[src/rtl/port_scan_arbiter_if.sv]
// Handshake bundle between the scan arbiter and its four requesting ports.
// The master side drives requests and done; the slave side is the arbiter.
interface port_scan_arbiter_if;
  logic [3:0] req;
  logic       done;
  logic [3:0] grant;
  logic [1:0] port_sel;
  logic       busy;
  logic       timeout;
  logic       wrap;

  modport master (
    output req, done,
    input  grant, port_sel, busy, timeout, wrap
  );

  modport slave (
    input  req, done,
    output grant, port_sel, busy, timeout, wrap
  );
endinterface

[src/rtl/port_scan_arbiter.sv]
// Round-robin scanning arbiter for four level-sensitive requesters, with a
// per-grant hold limit and a one-cycle release gap between grants.
//
// state   | meaning
// IDLE    | no requests pending, ptr held
// SCAN    | stepping ptr until req[ptr] is found
// GRANT   | port ptr owns the resource, hold_cnt counts cycles
// RELEASE | one-cycle gap, ptr already advanced past the last owner
module port_scan_arbiter #(
  parameter int unsigned MAX_HOLD = 15
) (
  input  logic               clk,
  input  logic               rst,
  port_scan_arbiter_if.slave bus
);

  typedef enum logic [1:0] {IDLE, SCAN, GRANT, RELEASE} state_t;

  localparam logic [7:0] HOLD_LAST = 8'(MAX_HOLD - 1);
  localparam logic [7:0] HOLD_MAX  = 8'(MAX_HOLD);

  state_t     state;
  logic [1:0] ptr;
  logic [7:0] hold_cnt;
  logic       hold_limit;
  logic       grant_exit;

  assign hold_limit   = (hold_cnt == HOLD_LAST);
  assign grant_exit   = bus.done || !bus.req[ptr] || hold_limit;
  assign bus.port_sel = ptr;

  always_ff @(posedge clk or posedge rst) begin
    if (rst) begin
      state       <= IDLE;
      ptr         <= 2'd0;
      hold_cnt    <= 8'd0;
      bus.grant   <= 4'b0000;
      bus.busy    <= 1'b0;
      bus.timeout <= 1'b0;
      bus.wrap    <= 1'b0;
    end else begin
      bus.timeout <= 1'b0;
      bus.wrap    <= 1'b0;
      unique case (state)
        IDLE: begin
          if (bus.req != 4'b0000) state <= SCAN;
        end
        SCAN: begin
          if (bus.req == 4'b0000) begin
            state <= IDLE;
          end else if (bus.req[ptr]) begin
            state     <= GRANT;
            hold_cnt  <= 8'd0;
            bus.grant <= 4'b0001 << ptr;
            bus.busy  <= 1'b1;
          end else begin
            ptr      <= ptr + 2'd1;
            bus.wrap <= (ptr == 2'd3);
          end
        end
        GRANT: begin
          if (hold_cnt != HOLD_MAX) hold_cnt <= hold_cnt + 8'd1;
          if (grant_exit) begin
            state       <= RELEASE;
            bus.grant   <= 4'b0000;
            ptr         <= ptr + 2'd1;
            bus.wrap    <= (ptr == 2'd3);
            // done on the limit cycle counts as a normal completion
            bus.timeout <= hold_limit && !bus.done;
          end
        end
        RELEASE: begin
          bus.busy <= 1'b0;
          state    <= (bus.req != 4'b0000) ? SCAN : IDLE;
        end
      endcase
    end
  end

endmodule

[src/flat_wrapper.sv]
// flat-port wrapper written by rule: the top's interface ports become plain ports
module port_scan_arbiter_flat 
#(
  parameter int unsigned MAX_HOLD = 15
)
  (clk, rst, bus_req, bus_done, bus_grant, bus_port_sel, bus_busy, bus_timeout, bus_wrap);
  port_scan_arbiter_if bus_i ();
  input  logic clk;
  input  logic rst;
  input wire logic [$bits(bus_i.req)-1:0] bus_req;
  input wire logic [$bits(bus_i.done)-1:0] bus_done;
  output wire logic [$bits(bus_i.grant)-1:0] bus_grant;
  output wire logic [$bits(bus_i.port_sel)-1:0] bus_port_sel;
  output wire logic [$bits(bus_i.busy)-1:0] bus_busy;
  output wire logic [$bits(bus_i.timeout)-1:0] bus_timeout;
  output wire logic [$bits(bus_i.wrap)-1:0] bus_wrap;
  assign bus_i.req = bus_req;
  assign bus_i.done = bus_done;
  assign bus_grant = bus_i.grant;
  assign bus_port_sel = bus_i.port_sel;
  assign bus_busy = bus_i.busy;
  assign bus_timeout = bus_i.timeout;
  assign bus_wrap = bus_i.wrap;
  port_scan_arbiter #(.MAX_HOLD(MAX_HOLD)) u_core (.clk(clk), .rst(rst), .bus(bus_i));
endmodule
[config.mk]
export PLATFORM = sky130hd
export DESIGN_NAME = port_scan_arbiter_flat
export DESIGN_NICKNAME = d
export VERILOG_FILES = /design/src/rtl/port_scan_arbiter_if.sv /design/src/rtl/port_scan_arbiter.sv /design/src/flat_wrapper.sv
export SDC_FILE = /design/constraint.sdc
export NUM_CORES = 1
export LEC_CHECK = 0
export BUFFER_PORTS_ARGS = -buffer_cell sky130_fd_sc_hd__buf_2
export CAP_MARGIN = 0
export CORE_MARGIN = 2
export CORE_UTILIZATION = 45
export CTS_CLUSTER_SIZE = 12
export DETAILED_ROUTE_END_ITERATION = 6
export GPL_ROUTABILITY_DRIVEN = 0
export HOLD_SLACK_MARGIN = 0.05
export PLACE_DENSITY = 0.75
export SETUP_SLACK_MARGIN = 0.02
export SLEW_MARGIN = 20
export SYNTH_ARGS = -nofsm -noshare
export SYNTH_HDL_FRONTEND = slang
export SYNTH_SLANG_ARGS = --single-unit
export TNS_END_PERCENT = 1
[constraint.sdc]
create_clock -name clk -period 1.85 [get_ports clk]
set_clock_uncertainty 0.05 [all_clocks]
set_input_delay 0 -clock clk [delete_from_list [all_inputs] [get_ports clk]]
set_output_delay 0 -clock clk [all_outputs]
set_load 0.01 [all_outputs]
Yosys cells after proc, flatten, opt, wreduce, memory -nomap -nowiden:

Cells that the tools add are included.
W data, S select, Z words.

* register bits after elaboration: 19
* output and inout port bits: 9

* add/subtract/negate cells: 2
* order comparisons: 1
* eq/ne operators: 13
* shift-type cells: 1
* mux-type cells: 29
* reductions and logical operators: 15

Operators with widths (count)
* $mux W8: 3
* $pmux W8 S2: 1
* $mux W2: 7
* $mux W4: 3
* $reduce_and A4 Y1: 3
* $mux W1: 9
* $add A8 B1 Y8 const B: 1
* $eq A8 B4 Y1 const B: 1
* $ne A2 B1 Y1 const B: 4
* $ne A8 B4 Y1 const B: 1
* $pmux W2 S4: 1
* $pmux W4 S2: 1
* $eq A2 B2 Y1 const B: 3
* $reduce_and A3 Y1: 2
* $logic_not A4 Y1: 1
* $ne A2 B2 Y1 const B: 2
* $pmux W1 S2: 2
* $pmux W2 S2: 1
* $reduce_bool A2 Y1: 2
* $reduce_bool A4 Y1: 1
* $shl A1 B2 Y4 const A: 1
* $lt A2 B3 Y1 const B: 1
* $ne A3 B1 Y1 const B: 1
* $add A2 B1 Y2 const B: 1
* other kinds (6): 8

Longest topological paths before layout:

* depth after elaboration: 7
* gate-level depth with buffers: 7

Worst setup path after synthesis:

Ideal clock, no wire load.

* path kind: reg-to-reg
* from: reg u_core.ptr[1], in the netlist u_core.bus.port_sel[1]
* to: reg u_core.hold_cnt[0]
* library setup time: 125 ps
* arrival time: 1758 ps
* data required time: 1675 ps
* setup slack: -83 ps
* cell stages (with the launch flop): 6
* period minus slack after synthesis: 1933 ps
* path through: dfrtp_1 mux4_2 o221ai_2 buf_4 nor2_1 mux2_2

* word-level cells in the longest chain between the ends: 4

Ends and longest elaborated chain
* start, declared: line port_scan_arbiter.sv:23 `logic [1:0] ptr;`
* start signal, assigned: line port_scan_arbiter.sv:57 `ptr <= ptr + 2'd1;`
* start signal, assigned: line port_scan_arbiter.sv:66 `ptr <= ptr + 2'd1;`
* $bmux W1 S2: line port_scan_arbiter.sv:51 `end else if (bus.req[ptr]) begin`
* $mux W1 (implied by the code): line port_scan_arbiter.sv:51
* $ne A2 B1 Y1 (no source line)
* $reduce_and A4 Y1 (no source line)
* end signal, assigned: line port_scan_arbiter.sv:62 `if (hold_cnt != HOLD_MAX) hold_cnt <= hold_cnt + 8'd1;`
* end, declared: line port_scan_arbiter.sv:24 `logic [7:0] hold_cnt;`

Every way passes these cells. The select of a mux whose other input is x is not followed.
A chain may end at the register's enable or synchronous reset.

Worst setup path in the final report:

* from: reg u_core.hold_cnt[4]
* to: reg u_core.state[0]

* word-level cells in the longest chain between the ends: 4

Ends and longest elaborated chain
* $eq A8 B4 Y1: line port_scan_arbiter.sv:28 `assign hold_limit = (hold_cnt == HOLD_LAST);`
* $logic_or A1 B1 Y1: line port_scan_arbiter.sv:29 `assign grant_exit = bus.done || !bus.req[ptr] || hold_limit;`
* $ne A2 B1 Y1 (no source line)
* $reduce_and A3 Y1 (no source line)
* end signal, assigned: line port_scan_arbiter.sv:74 `state <= (bus.req != 4'b0000) ? SCAN : IDLE;`
* end, declared: line port_scan_arbiter.sv:22 `state_t state;`

Every way passes these cells.

==> summary.txt <==
Outcome
  • Status: complete, but fails checks
  • Failing checks: setup timing

Layout
  • Fin area: 1450 µm²
  • Diodes inserted: 0
  • Layout area overhead: 30.6%
  • Nets: 161
  • Fin cells: 172
  • Layout cell share with drive strength beyond 1: 0.359
  • Final core utilization: 0.603

Clock network
  • CTS tree: done
  • Clk sinks: 19
  • Worst-skew pair later-pin latency: 310 ps
  • TritonCTS Buffers: 3
  • CTS max path bufs: 2
  • CTS H-tree lvls: 1
  • Root Driver: clkbuf_4
  • Clock slew at reported path FFs: 110 ps

Global route
  • Largest net degree at the start of global routing: 20
  • Initial antenna violation count: 0
  • First-pass GRT wire length: 4.59 mm
  • Vias in the first global route: 1,034
  • Gr ovfl total: 0
  • Total track usage: 0.217

Logic synthesis
  • Avg Inst Size Synth: 10.3 µm²
  • Leading post-synthesis cells by cell area: dfrtp_1 (43%), ha_1 (12%), o21ai_0 (3.6%)
  • Top-count cell post-synth: dfrtp_1
  • Leading area contributor after synthesis: dfrtp_1
  • Top FF cell, synth: dfrtp_1
  • Sequential fraction of the synthesis area: 0.427
  • Net count after synthesis: 126
  • Post-synth cell types: 33
  • Number of synthesized flops with an enable pin: 0
  • Ys Warns: 0
  • Seq cells post-synth: 19
  • Async SR Flop Fraction: 1.00
  • Gate Count Post-Synth: 108
  • Area of the mapped netlist: 1110 µm²
  • List of most frequent post-synthesis cells: dfrtp_1 (19), ha_1 (11), inv_1 (10), o21ai_0 (8)
  • Area share of the largest cell type after synthesis: 0.427

Worst setup path
  • Critical path capture point type: flop
  • Critical path peak fanout: 5
  • CP max stage cell: or4_4
  • Worst EP arrival: 2030 ps
  • Critical Path RT: 2010 ps
  • Worst-path cell chain: or4_4 -> o211ai_4 -> nand4_1 -> o32a_1
  • Worst path max stage delay: 600 ps
  • Critical path type: reg -> reg
  • Startpoint types: flop

Placed design
  • IO Port Bufs: 15
  • Placed Instance Area: 1300 µm²
  • Cells after DPL: 163
  • Detailed Place HPWL: 1.88 mm

Floorplanning
  • Core Area: 2410 µm²
  • Placement Rows: 18
  • Initial core utilization: 0.462
  • DIE HEIGHT: 53.7 µm
  • Die footprint: 2890 µm²
  • Die width: 53.7 µm
  • IO Count: 16

STA
  • Slew @ Worst Pin: 749 ps
  • Fin crit share: 1.01
  • Setup violators final: 1
  • RSZ-0062 raised after global routing: true
  • Worst slew margin: 0.500
  • Final WS setup: -22.7 ps
  • Final Hold Vio Count: 0
  • Max-slew violations: 0
  • Crit path time final: 1870 ps
  • Fmax: 534 MHz
  • Setup TNS: -22.7 ps

Run
  • Max_cap viols: 0

Route
  • Via Count: 1,011
  • Drt drc: 0
  • Drt total wl: 2.86 mm
  • Wire length per cell: 16.6 µm
  • Routed Antenna Nets: 0
  • Initial DRC count: 40
  • Via-to-Cell Ratio: 5.88
  • DR pass1 iterations: 4

Hold path
  • Min-Delay Path Class: in -> reg

Power and ir drop
  • Cell Pwr Density: 1480 nW/µm²
  • LEAKAGE: 0.681 nW
  • VDD IR max: 1220 µV
==> worst max-delay path: cells and delay by family (launching register included) <==
kind,cells,cell delay (ps)
compound gates,2,540
simple gates,2,790
flops,1,390
==> sequential cells by signal, indices dropped and copies added (netlist names), named ones only <==
signal,cells
u_core.hold_cnt,8
u_core.bus.grant,4
u_core.bus.port_sel,2
u_core.bus.busy,1
u_core.bus.timeout,1
u_core.bus.wrap,1
u_core.state,1
==> metal layers <==
layer  part of all wire  track usage  vias up
li1                   -            -      467
met1               0.44        0.292      497
met2               0.50        0.337       41
met3              0.053       0.0694        6
met4             0.0084       0.0556        0
met5                  0            0        -
==> kinds of logic (layout without fill, tap and decap cells) <==
kind of cell | Yosys count | in the layout | share of synthesized area
AO/OA/AOI/OAI | 29 | 29 | 0.188
XOR/XNOR | 2 | 2 | 0.0157
adder cells (fa/ha/maj) | 11 | 11 | 0.124
buffers and inverters | 11 | 44 | 0.0405
flip-flops | 19 | 19 | 0.427
multiplexers | 4 | 5 | 0.0494
AND/OR/NAND/NOR | 32 | 32 | 0.156
==> layout make-up <==
| class | count | area (µm²) |
|---|---|---|
| inverters | 10 | 37.5 |
| multi-input cells | 79 | 681 |
| well taps | 30 | 37.5 |
| repair buffers | 30 | 193 |
| flip-flops and latches | 19 | 479 |
| fillers | 191 | 956 |
| clock buffers | 4 | 26.3 |
==> path summary, 6_finish.rpt <==
path | start | endpoint | slack, ps | cells past startpoint
max | u_core.hold_cnt[4] | u_core.state[0] | -20 | 4
min | bus_req[3] | u_core.state[0] | 130 | 4
max reg2reg | u_core.hold_cnt[4] | u_core.state[0] | -20 | 4
min reg2reg | u_core.bus.busy | u_core.bus.busy | 440 | 2
max in group asynchronous | rst | u_core.bus.port_sel[1] | 930 | 3
min in group asynchronous | rst | u_core.bus.grant[1] | 300 | 3
==> where the power goes <==
part           leakage (nW)  switching [mW]  internal, mW  total, mW
clock network        0.0150           0.138        0.0844      0.222
logic                 0.418           0.655         0.612       1.27
registers             0.248           0.123         0.540      0.662
==> cells in the final DEF (no fill, tap or decap), drive strengths merged, types with 3 or more instances in the layout <==
| cell type | instances |
|---|---|
| clkbuf | 4 |
| inv | 10 |
| a21oi | 6 |
| buf | 28 |
| nor2 | 6 |
| ha | 11 |
| nand3 | 3 |
| o211ai | 3 |
| a22o | 4 |
| dfrtp | 19 |
| or3 | 5 |
| o21ai | 9 |
| nand2 | 6 |
| nand4 | 3 |
==> timing repair <==
action / 4_1_cts / 5_1_grt
hold endpoints to repair: 20 / 0
hold buffers: 2 / 0
cloned: 1 / 0
endpoints found under the setup margin: 12 / 13
pin swaps: 4 / 4
resized for setup: 5 / 11
setup buffers: 2 / 0
==> metrics by stage <==
stage                     hold slack, ps  worst slack, ps  power [mW]
after floorplan                    -98.9            -25.6        1.31
after global placement               102             42.9        1.68
after detailed placement             114            -18.9        1.74
after CTS                           90.8             7.33        2.06
after global routing                 140            -73.0        2.29
final                                128            -22.7        2.15
Power figures use the tool's default switching activity.
